===== src/rtl/i2f_32_seq.sv =====
// i2f_32_seq: sequential int32 -> IEEE-754 single converter, one normalising shift per cycle.
// Define I2F_32_SEQ_RNE_EN for round-to-nearest-even; otherwise the result truncates toward zero.
module i2f_32_seq (
    input  logic        clk,
    input  logic        rst_n,
    input  logic [31:0] a,
    input  logic        in_valid,
    output logic        in_ready,
    output logic [31:0] d,
    output logic        p_lost,
    output logic        out_valid,
    input  logic        out_ready
);
    typedef enum logic [1:0] {IDLE, NORM, PACK, DONE} state_t;
    state_t      state_q;
    logic        sign_q;
    logic        zero_q;
    logic [31:0] mag_q;
    logic [7:0]  exp_q;
    logic [31:0] d_q;
    logic        p_lost_q;
    logic [31:0] a_mag;
    logic        round_up;
    logic [23:0] frac_r;
    logic [7:0]  exp_r;
    assign a_mag = a[31] ? -a : a;
`ifdef I2F_32_SEQ_RNE_EN
    assign round_up = mag_q[7] && (|mag_q[6:0] || mag_q[8]);
`else
    assign round_up = 1'b0;
`endif
    // A carry out of the fraction bumps the exponent; exp_q <= 158 keeps this finite.
    assign frac_r = {1'b0, mag_q[30:8]} + {23'd0, round_up};
    assign exp_r = exp_q + {7'd0, frac_r[23]};
    assign in_ready = state_q == IDLE;
    assign out_valid = state_q == DONE;
    assign d = d_q;
    assign p_lost = p_lost_q;
    always_ff @(posedge clk or negedge rst_n) begin
        if (!rst_n) begin
            state_q  <= IDLE;
            sign_q   <= 1'b0;
            zero_q   <= 1'b0;
            mag_q    <= '0;
            exp_q    <= '0;
            d_q      <= '0;
            p_lost_q <= 1'b0;
        end else begin
            case (state_q)
                IDLE: if (in_valid) begin
                    sign_q  <= a[31];
                    mag_q   <= a_mag;
                    exp_q   <= 8'd158;
                    zero_q  <= a_mag == 32'd0;
                    state_q <= a_mag == 32'd0 ? PACK : NORM;
                end
                NORM: if (mag_q[31]) state_q <= PACK;
                    else begin
                        mag_q <= mag_q << 1;
                        exp_q <= exp_q - 8'd1;
                    end
                PACK: begin
                    d_q      <= zero_q ? 32'd0 : {sign_q, exp_r, frac_r[22:0]};
                    p_lost_q <= !zero_q && |mag_q[7:0];
                    state_q  <= DONE;
                end
                DONE: if (out_ready) state_q <= IDLE;
                default: state_q <= IDLE;
            endcase
        end
    end
endmodule


===== config.mk =====
export PLATFORM = sky130hd
export DESIGN_NAME = i2f_32_seq
export DESIGN_NICKNAME = d
export VERILOG_FILES = /design/src/rtl/i2f_32_seq.sv
export SDC_FILE = /design/constraint.sdc
export NUM_CORES = 1
export LEC_CHECK = 0
export BUFFER_PORTS_ARGS = -buffer_cell sky130_fd_sc_hd__clkbuf_2
export CORE_ASPECT_RATIO = 0.6
export CORE_MARGIN = 5
export CORE_UTILIZATION = 59
export CTS_BUF_LIST = sky130_fd_sc_hd__clkbuf_2
export CTS_CLUSTER_SIZE = 8
export DETAILED_ROUTE_END_ITERATION = 10
export PLACE_DENSITY = 0.93
export REMOVE_ABC_BUFFERS = 1
export SLEW_MARGIN = 20
export SYNTH_ARGS = -nofsm -noshare
export SYNTH_HDL_FRONTEND = slang
export SYNTH_SLANG_ARGS = --single-unit
export TNS_END_PERCENT = 30

===== constraint.sdc =====
create_clock -name clk -period 2.55 [get_ports clk]
set_input_delay 0.51 -clock clk [delete_from_list [all_inputs] [get_ports clk]]
set_output_delay 0.51 -clock clk [all_outputs]
set_load 0.01 [all_outputs]

==> summary.txt, run 1 <==
STA
  • Fin crit share: 1.07
  • Post-route minimum period: approximately 2.7 ns
  • # setup viols final: 4
  • Highest Clock Rate: between 300 and 400 MHz
  • Slew headroom: 0.589
  • Worst Skew: about 0.036 ns
  • RSZ-0062 raised after global routing: yes
  • Max-slew violations: 0
  • Measured slew at the worst slew-check pin: a little over 0.6 ns
  • Worst setup margin: -0.182 ns
  • Final hold violations: 0

Clocking
  • Clk buf depth: 2
  • Clk slew on worst S/H paths: 0.24 ns
  • Worst-Skew Late Latency: roughly 0.58 ns
  • Root Buffer: clkbuf_2
  • CTS tree: yes
  • CTS Buf Count: 9
  • # clock sinks: between 70 and 80
  • # H-tree levels: 3

Drt
  • Wire length per cell: between 15 and 20 um
  • Drt drc: 0
  • DR vias: approximately 4,700
  • Final ANT Viol Nets: 0
  • Final WL: roughly 14 mm
  • Avg Vias per Cell: 6.15
  • 1st-iter DRT viols: approximately 600
  • Drt pass-1 iters: 6

Synthesis
  • Adder-cell area share of the yosys netlist: 0.0166
  • Compound-gate portion of the synthesized area: 0.221
  • Yosys reg bits: 77
  • Ys Warns: 0
  • Post-Synth XOR/XNOR Area: 0.0660
  • Synth Flop Type: dfrtp_1
  • Post-synthesis cell area: around 4500 um2
  • Post-Synth Simple-Gate Area: 0.193
  • Syn avg cell area: between 8 and 9 um2
  • Top post-synthesis cells by area: dfrtp_1 (43%), nand2_1 (6.6%), o22ai_1 (4.2%)
  • Largest family of logic cells by synthesized area: compound AO/OA/AOI/OAI gates
  • Largest area contributor in the netlist: dfrtp_1
  • Post-synth EDFFs: 0
  • Post-synth ARST share: 1.00
  • Synth cell types: 54
  • Synth top area share: 0.427
  • Mux cell area share after synthesis: 0.00472
  • Post-synthesis sequential area ratio: 0.427
  • Cells after synthesis: roughly 530

Setup path
  • RR Endpoint: exp_q[7]
  • Startpoint types: primary input
  • CP Capture Type: flip-flop
  • R2R depth: 9
  • Crit path max fanout: 8
  • Arr. time, crit path: 3.19 ns
  • CP required: 3.00 ns
  • R2R setup slack: between 0.1 and 0.15 ns
  • Critical path class: primary input to flip-flop
  • Reg2reg start: state_q[1]

Cells and area
  • Most frequent cells in the layout: nand2_1 (79), buf_4 (79), dfrtp_1 (77), clkbuf_2 (76), inv_1 (39)
  • Antenna Cells: 0
  • Share of cells above drive strength 1: 0.286
  • Fillers: about 500
  • Area of the multi-input gates: around 2300 um2
  • FF+latch area: 1930 um2
  • Nets: roughly 700
  • Post-Layout Cell Count: between 700 and 800
  • Final core utilization: 0.777
  • Synth-to-Final Area Change: 26.8%

Job
  • Max-cap violations: 0

Die
  • Boundary Pins: a little over 70
  • Site row count: 24
  • Initial Util: 0.613
  • Die Ht: 77.7 um
  • Die area: roughly 9500 um2
  • Core area: 7360 um2
  • Chip width: between 100 and 150 um

Global routing
  • Vias in the first global route: about 4,700
  • GRT overflow: 0
  • Initial antenna violation count: 0
  • First-pass GRT wire length: between 20 and 25 mm
  • Total Routing Usage GR: 0.299
  • Largest net degree at the start of global routing: 54

Placed design
  • Buffers on Ports: 70
  • Post-DP HPWL: between 9 and 10 mm
  • GP Congestion: 1.16
  • Inst Count DP: around 740

Min path
  • Min-Delay Path Class: primary input to flip-flop
  • Hold Path Depth: 3
  • Hold Path Sink: mag_q[0]
  • Hold Crit Start: a[0]

Pwr
  • Power Dens Cells: between 900 and 1000 nW/um2
  • VDD IR max: just under 0.6 mV
  • Leak: around 2.6 nW

Status
  • Failing checks: negative setup slack
  • Outcome: complete, but fails checks
==> critical path: stages <==
cell       delay (ns)
clkbuf_2         0.09
or4_4            0.57
or4_4            0.56
buf_6            0.16
o41ai_2          0.32
xor2_1           0.25
nand2_1          0.14
nor3_4           0.25
nand4_1          0.16
o2bb2ai_1        0.17
==> worst max path at each step <==
| stage | startpoint | end | slack (ns) | cells past startpoint |
|---|---|---|---|---|
| 6_report | a[9] | state_q[0] | -0.18 | 10 |
| 5_1_grt | a[1] | state_q[0] | -0.21 | 12 |
| 4_1_cts | a[9] | state_q[0] | -0.02 | 10 |
| 3_5_place_dp | a[0] | state_q[0] | -0.83 | 12 |
| 3_3_place_gp | a[0] | state_q[0] | -0.66 | 12 |
| 2_1_floorplan | state_q[1] | exp_q[7] | -1.00 | 8 |
==> cell type report <==
| cell class | count | area share |
|---|---|---|
| multi-input combinational | 372 | 0.410 |
| sequential | 77 | 0.337 |
| timing repair buffer | 151 | 0.174 |
| inverter | 42 | 0.0284 |
| tap | 104 | 0.0228 |
| clock inverter | 7 | 0.0199 |
| clock buffer | 9 | 0.00788 |
==> registers in the layout, indices dropped and copies added (netlist names) <==
name	cells
mag_q	32
state_q	2
zero_q	1
p_lost	1
sign_q	1
d	32
exp_q	8
==> Yosys cell counts (3+ instances only) <==
cell type,n
a21oi_1,13
a22oi_1,18
a31oi_1,3
a32oi_1,3
buf_2,4
clkbuf_1,34
dfrtp_1,77
ha_1,6
inv_1,41
nand2_1,79
nand2b_1,3
nand3_1,5
nand4_1,6
nor2_1,32
nor2b_1,4
nor3_1,12
nor3b_1,3
nor4_1,7
o21ai_0,31
o21ai_1,21
o22ai_1,30
o31ai_1,8
o41ai_1,5
o41ai_2,4
or3_1,8
or4_1,7
or4_4,3
xnor2_1,18
xor2_1,16
==> logic make-up after synthesis <==
group	count (synthesis)
compound gates	152
buf+inv	82
flops	77
mux	2
xor+xnor	34
simple gates	178
fa+ha+maj	6
==> stage by stage <==
stage          total power, mW  worst slack (ns)  hold WS (ns)  TNS [ns]  cell area (um2)
2_1_floorplan             3.44             -1.00         0.214    -25.85             4350
3_3_place_gp              4.25            -0.657         0.483     -5.81             5380
3_5_place_dp              4.40            -0.829         0.475     -7.85             5380
4_1_cts                   5.31           -0.0164         0.190   -0.0164             5680
5_1_grt                   5.77            -0.213         0.194    -0.656             5720
6_report                  5.34            -0.182         0.212    -0.484             5720
==> routing by layer <==
layer	vias to the layer above	wire length, um	global-route usage
met3	70	1530	0.105
li1	2123	-	-
met5	-	0	0
met4	0	490	0.114
met1	2187	5370	0.375
met2	310	6350	0.478
==> power breakdown <==
group / switching (mW) / total [mW] / internal, mW
Sequential: 0.342 / 2.04 / 1.70
Clock: 0.449 / 0.868 / 0.419
Combinational: 1.48 / 2.43 / 0.943
Total: 2.27 / 5.34 / 3.06
==> repair_timing <==
item	in CTS	in global routing
pin swaps	9	3
hold buffers	1	0
setup buffers	8	1
setup endpoints to repair	3	5
endpoints found under the hold margin	41	0
resized for setup	14	4
No activity file was read; power rests on OpenSTA's default activity.
==> inputs of run 2 (changes only) <==
--- a/config.mk
+++ b/config.mk
@@ -9,3 +9,2 @@
 export CORE_ASPECT_RATIO = 0.6
-export CORE_MARGIN = 5
 export CORE_UTILIZATION = 59
@@ -16,3 +15,3 @@
 export REMOVE_ABC_BUFFERS = 1
-export SLEW_MARGIN = 20
+export SLEW_MARGIN = 25
 export SYNTH_ARGS = -nofsm -noshare
--- a/constraint.sdc
+++ b/constraint.sdc
@@ -3,2 +3,2 @@
 set_output_delay 0.51 -clock clk [all_outputs]
-set_load 0.01 [all_outputs]
+set_load 0.02 [all_outputs]
==> summary.txt, run 2 (synthesis gave the netlist of run 1 again) <==
Status
  • Outcome: complete, but fails checks
  • Failing checks: negative setup slack

Setup path
  • Crit path to: state_q[1]
  • Critical path class: primary input to flip-flop
  • Critical Path Start: a[12]
  • CP required: 3.05 ns (+0.05 ns)
  • Arr. time, crit path: 3.18 ns (about the same)
  • CP Capture Type: flip-flop
  • R2R setup slack: 0.10 ns (-0.04 ns)
  • Reg2reg start: state_q[0]
  • R2R depth: 9 (unchanged)
  • Crit path max fanout: 4 (-4)
  • Startpoint types: primary input
  • RR Endpoint: exp_q[7]

Clocking
  • Worst-Skew Late Latency: 0.58 ns (about the same)
  • CTS tree: yes
  • # H-tree levels: 3 (unchanged)
  • Clk slew on worst S/H paths: 0.21 ns (-0.03 ns)
  • # clock sinks: 77 (unchanged)
  • CTS Buf Count: 9 (unchanged)
  • Clk buf depth: 2 (unchanged)
  • Root Buffer: clkbuf_2

STA
  • Measured slew at the worst slew-check pin: 0.618 ns (+0.000815 ns)
  • Slew headroom: 0.588 (about the same)
  • Final hold violations: 0 (unchanged)
  • Highest Clock Rate: 374 MHz (+2.1%)
  • Max-slew violations: 0 (unchanged)
  • Setup TNS: -0.302 ns (+0.182 ns)
  • Post-route minimum period: 2.68 ns (-0.0552 ns)
  • Worst Skew: 0.0371 ns (+0.000722 ns)
  • RSZ-0062 raised after global routing: yes
  • Worst setup margin: -0.127 ns (+0.0552 ns)
  • # setup viols final: 3 (-1)
  • Fin crit share: 1.05 (-0.0216)

Global routing
  • Initial antenna violation count: 0 (unchanged)
  • Vias in the first global route: 4,512 (-4.7%)
  • First-pass GRT wire length: 21.7 mm (-4.0%)
  • Largest net degree at the start of global routing: 54 (unchanged)
  • GRT overflow: 0 (unchanged)
  • Total Routing Usage GR: 0.357 (+0.0583)

Drt
  • Avg Vias per Cell: 6.18 (+0.40%)
  • Drt drc: 0 (unchanged)
  • 1st-iter DRT viols: 462 (-24%)
  • Routed met1 length: 5.51 mm (+2.8%)
  • Final ANT Viol Nets: 0 (unchanged)
  • Met2 Wirelength: 6.15 mm (-3.3%)
  • Final WL: 13.7 mm (-0.14%)
  • Drt pass-1 iters: 7 (+1)
  • Wire length per cell: 18.0 um (-0.27%)
  • Routed met3 length: 1.54 mm (+0.39%)
  • DR top layer: met4
  • DR vias: 4,715 (+0.53%)

Cells and area
  • Most frequent cells in the layout: buf_4 (80), nand2_1 (79), clkbuf_2 (79), dfrtp_1 (77), inv_1 (40)
  • Most common cell after layout, fill and taps aside: buf_4
  • FF+latch area: 1930 um2 (unchanged)
  • Post-route cell area: 5730 um2 (+0.24%)
  • Area of the multi-input gates: 2380 um2 (+1.5%)
  • Nets: 695 (unchanged)
  • Synth-to-Final Area Change: 27.1%
  • Share of cells above drive strength 1: 0.296 (+0.0106)
  • Fillers: 517 (+3.0%)

Placed design
  • GP Congestion: 1.16 (+0.43%)
  • Placed instance area: 5400 um2 (+0.42%)
  • Post-DP HPWL: 9.68 mm (+0.10%)
  • Buffers on Ports: 70 (unchanged)

Pwr
  • Logic gate share of total power: 0.474 (+0.019)
  • VDD IR max: 0.590 mV (+1.7%)
  • Switch share: 0.441 (+0.0154)
  • Power Dens Cells: 965 nW/um2 (+3.5%)
  • Sequential share of power: 0.368 (-0.015)
  • NetSw: 2.44 mW (+7.4%)
  • Clk pwr share: 0.158 (-0.005)
  • Int Power: 3.09 mW (+0.93%)
  • Leak: 2.64 nW (-0.40%)

Job
  • Max-cap violations: 0 (unchanged)

Die
  • Chip width: 115 um (-6.5%)
  • Initial Util: 0.615 (+0.00251)
  • Boundary Pins: 71 (unchanged)
  • Die area: 8010 um2 (-16%)
  • Die Ht: 69.7 um (-10%)
  • Core area: 7330 um2 (-0.41%)
  • Site row count: 24 (unchanged)

Min path
  • Min-Delay Path Class: primary input to flip-flop
run 2: changes by cell type in the layout (fill, tap and decap cells not counted), sizes merged:
cell	delta
clkbuf	+1
clkinv	-2
diode	+1
clkinvlp	+1
run 2: worst min path at each step:
stage | from | endpoint | slack, ns | cells past startpoint
after floorplan | rst_n | d[0] | 0.21 | 0
after global placement | sign_q | sign_q | 0.48 | 2
after detailed placement | sign_q | sign_q | 0.49 | 2
after CTS | a[0] | mag_q[0] | 0.24 | 3
after global routing | a[0] | mag_q[0] | 0.21 | 3
final | a[0] | mag_q[0] | 0.25 | 3
run 2: layout make-up:
class | instances | share of cell area
diodes | 1 | 0.000436
clock buffers | 10 | 0.00873
clock inverters | 6 | 0.0194
inverters | 42 | 0.0275
multi-input cells | 372 | 0.415
flip-flops and latches | 77 | 0.336
well taps | 104 | 0.0227
repair buffers | 151 | 0.170
run 2: per-stage QoR:
| stage | power, mW | utilization | instances | worst slack, ns | hold slack [ns] |
|---|---|---|---|---|---|
| final | 5.53 | 0.782 | 763 | -0.127 | 0.250 |
| after detailed placement | 4.59 | 0.738 | 739 | -0.904 | 0.487 |
| after global routing | 5.91 | 0.782 | 762 | -0.124 | 0.213 |
| after global placement | 4.43 | 0.738 | 739 | -0.651 | 0.484 |
| after CTS | 5.48 | 0.775 | 761 | -0.0279 | 0.239 |
| after floorplan | 3.60 | - | 491 | -1.00 | 0.214 |
run 2: timing repair:
action | CTS | global route
cloned | 0 | 0
hold buffers | 1 | 0
endpoints found under the hold margin | 46 | 0
buffers inserted | 5 | 1
pin swaps | 10 | 8
resized for setup | 11 | 9
endpoints found under the setup margin | 4 | 5
run 2: metal layers:
metal / vias up / global-route usage
li1: 2122 / -
met1: 2188 / 0.464
met2: 335 / 0.548
met3: 70 / 0.103
met4: 0 / 0.175
met5: - / 0
run 2: power groups by stage:
stage	sequential [mW]	clock [mW]	combinational [mW]
floorplan	2.22	0	1.38
global placement	2.03	0	2.40
detailed placement	2.06	0	2.54
CTS	2.03	0.891	2.56
global route	2.10	0.946	2.86
finish	2.04	0.876	2.62
run 2: critical path: stages:
cell      delay [ns]
clkbuf_2        0.09
or4_4           0.55
or4_4           0.55
or4_4           0.54
nor3b_1         0.24
a21oi_1         0.08
o21ai_1         0.20
nand4_1         0.20
a31oi_1         0.22
==> inputs of run 3 (changes only) <==
- CTS_BUF_LIST: sky130_fd_sc_hd__clkbuf_2 -> sky130_fd_sc_hd__clkbuf_2 sky130_fd_sc_hd__clkbuf_4 sky130_fd_sc_hd__clkbuf_8
==> summary.txt, run 3 (synthesis gave the netlist of run 1 again) <==
Status
  • Outcome: complete, but fails checks
  • Failing checks: negative setup slack

Die
  • Initial Util: 0.615 (unchanged)
  • Chip width: 115 um (unchanged)
  • Site row count: 24 (unchanged)
  • Die Ht: 69.7 um (unchanged)
  • Boundary Pins: 71 (unchanged)
  • Die area: 8010 um2 (unchanged)
  • Core area: 7330 um2 (unchanged)

Clocking
  • CTS Buf Count: 9 (unchanged)
  • Clk buf depth: 2 (unchanged)
  • # clock sinks: 77 (unchanged)
  • Root Buffer: clkbuf_8
  • # H-tree levels: 3 (unchanged)
  • CTS tree: yes
  • CTS Hold Bufs: 0 (-1)
  • Clk slew on worst S/H paths: 0.09 ns (-0.12 ns)
  • Worst-Skew Late Latency: 0.37 ns (-0.21 ns)

Placed design
  • Placed instance area: 5400 um2 (unchanged)
  • GP Congestion: 1.16 (unchanged)
  • Post-DP HPWL: 9.68 mm (unchanged)
  • Buffers on Ports: 70 (unchanged)
  • Inst Count DP: 739 (unchanged)

STA
  • Max-slew violations: 0 (unchanged)
  • Fin crit share: 1.17 (+0.119)
  • Measured slew at the worst slew-check pin: 0.622 ns (+0.00359 ns)
  • # setup viols final: 11 (+8)
  • Worst Skew: 0.0175 ns (-0.0197 ns)
  • Slew headroom: 0.586 (-0.00240)
  • Final hold violations: 0 (unchanged)
  • Highest Clock Rate: 335 MHz (-10%)
  • RSZ-0062 raised after global routing: yes
  • Worst setup margin: -0.432 ns (-0.304 ns)
  • Post-route minimum period: 2.98 ns (+0.304 ns)

Job
  • Max-cap violations: 0 (unchanged)

Global routing
  • Largest net degree at the start of global routing: 54 (unchanged)
  • Initial antenna violation count: 0 (unchanged)
  • First-pass GRT wire length: 22.4 mm (+3.5%)
  • Vias in the first global route: 4,600 (+2.0%)
  • GRT overflow: 0 (unchanged)
  • Met2 Usage GRT: 0.575 (+0.0274)
  • Total Routing Usage GR: 0.369 (+0.0118)
  • Grt met1 use: 0.472 (+0.00777)
  • Gr busiest metal: met2
  • GR Layer Usage met3: 0.0935 (-0.00962)

Drt
  • DR vias: 4,847 (+2.8%)
  • 1st-iter DRT viols: 520 (+13%)
  • Avg Vias per Cell: 6.34 (+2.5%)
  • Final WL: 14.9 mm (+9.0%)
  • Final ANT Viol Nets: 0 (unchanged)
  • Drt pass-1 iters: 7 (unchanged)
  • Wire length per cell: 19.5 um (+8.7%)
  • Drt drc: 0 (unchanged)

Pwr
  • Power Dens Cells: 996 nW/um2 (+3.1%)
  • VDD IR max: 0.709 mV (+20%)
  • Logic gate share of total power: 0.455 (-0.019)
  • Switch share: 0.431 (-0.0104)
  • Leak: 2.71 nW (+2.8%)
  • NetSw: 2.54 mW (+3.8%)
  • Int Power: 3.35 mW (+8.3%)
  • Power Total: 5.88 mW (+6.3%)
  • Clk pwr share: 0.195 (+0.037)
  • Sequential share of power: 0.350 (-0.018)

Setup path
  • Cell family with most CP delay: simple AND/OR/NAND/NOR gates
  • CP Capture Type: flip-flop
  • CP cell instances: buf_6, or4_4, or4_4, buf_4, o41ai_1, a32oi_1, nor3_2, nand4_1, o2bb2ai_1
  • Most used cell along the critical path: or4_4
  • Critical path class: primary input to flip-flop
  • Crit path max fanout: 9 (+5)
  • CP required: 2.79 ns (-0.26 ns)
  • Arr. time, crit path: 3.23 ns (+0.05 ns)
  • R2R setup slack: 0.20 ns (+0.10 ns)
  • Startpoint types: primary input
  • CP Buf/Inv Count: 2 (+1)
  • Max stage delay on crit path: 0.58 ns (+0.03 ns)
  • CP max stage cell: or4_4

Cells and area
  • Nets: 698 (+0.43%)
  • Post-Layout Cell Count: 765 (+0.26%)
  • Share of cells above drive strength 1: 0.309 (+0.0123)
  • Most frequent cells in the layout: buf_4 (81), nand2_1 (79), dfrtp_1 (77), clkbuf_2 (68), inv_1 (40)
  • Antenna Cells: 0 (-1)
  • Most common cell after layout, fill and taps aside: buf_4
  • Post-route cell area: 5910 um2 (+3.0%)
  • Synth-to-Final Area Change: 31.0%

Min path
  • Min-Delay Path Class: primary input to asynchronous set/reset pin
==> run 3: cell count changes in the layout (fill, tap and decap cells not counted), moves of 2 or more <==
cell,before,now
buf_6,0,4
clkbuf_2,79,68
clkbuf_8,0,9
o31ai_1,7,5
o31ai_4,0,2
==> run 3: layout make-up <==
| class | instances | area (um2) |
|---|---|---|
| multi-input cells | 372 | 2440 |
| clock inverters | 6 | 111 |
| repair buffers | 154 | 1010 |
| well taps | 104 | 130 |
| inverters | 42 | 158 |
| clock buffers | 10 | 131 |
| flip-flops and latches | 77 | 1930 |
| fillers | 472 | 1420 |
==> run 3: power groups by stage <==
stage                     Sequential (mW)  Combinational [mW]  Clock, mW
after floorplan                      2.22                1.38          0
after global placement               2.03                2.40          0
after detailed placement             2.06                2.54          0
after CTS                            2.04                2.58       1.15
after global routing                 2.11                2.91       1.20
final                                2.06                2.68       1.14
==> run 3: worst reg2reg max path: cells and delay by family (launching register included) <==
kind / cells / cell delay (ns)
AOI/OAI and AO/OA: 1 / 0.08
xor gates and xnor gates: 1 / 0.14
adders and majority gates: 1 / 0.33
buffers and inverters: 1 / 0.09
DFF: 1 / 0.40
and+or+nand+nor: 5 / 1.17
==> run 3: metrics by stage <==
| stage | hold slack [ns] | TNS, ns | utilization | worst slack (ns) |
|---|---|---|---|---|
| 6_report | 0.135 | -1.81 | 0.806 | -0.432 |
| 3_3_place_gp | 0.484 | -6.27 | 0.738 | -0.651 |
| 3_5_place_dp | 0.487 | -8.76 | 0.738 | -0.904 |
| 2_1_floorplan | 0.214 | -25.86 | - | -1.00 |
| 4_1_cts | 0.152 | -0.540 | 0.790 | -0.230 |
| 5_1_grt | 0.181 | -2.12 | 0.806 | -0.438 |
==> run 3: routing by layer <==
layer / wire length [um] / share of wire / vias to the layer above
met2: 6590 / 0.44 / 355
met5: 0 / 0 / -
met3: 1650 / 0.11 / 117
met1: 5750 / 0.38 / 2257
li1: - / - / 2118
met4: 953 / 0.064 / 0
==> run 3: repair_timing <==
item                       4_1_cts  5_1_grt
gates cloned                     0        0
pin swaps                       15       14
setup endpoints to repair       12       11
gates resized for setup         20       13
buffers inserted                 6        4
==> run 3: final timing paths <==
path / from / endpoint / depth (start not counted)
worst max-delay path: a[9] / state_q[0] / 9
worst min-delay path: rst_n / d[20] / 1
worst max register to register: state_q[0] / exp_q[7] / 9
worst min register to register: sign_q / d[31] / 2
max in group asynchronous: rst_n / p_lost / 2
min in group clk: sign_q / d[31] / 2
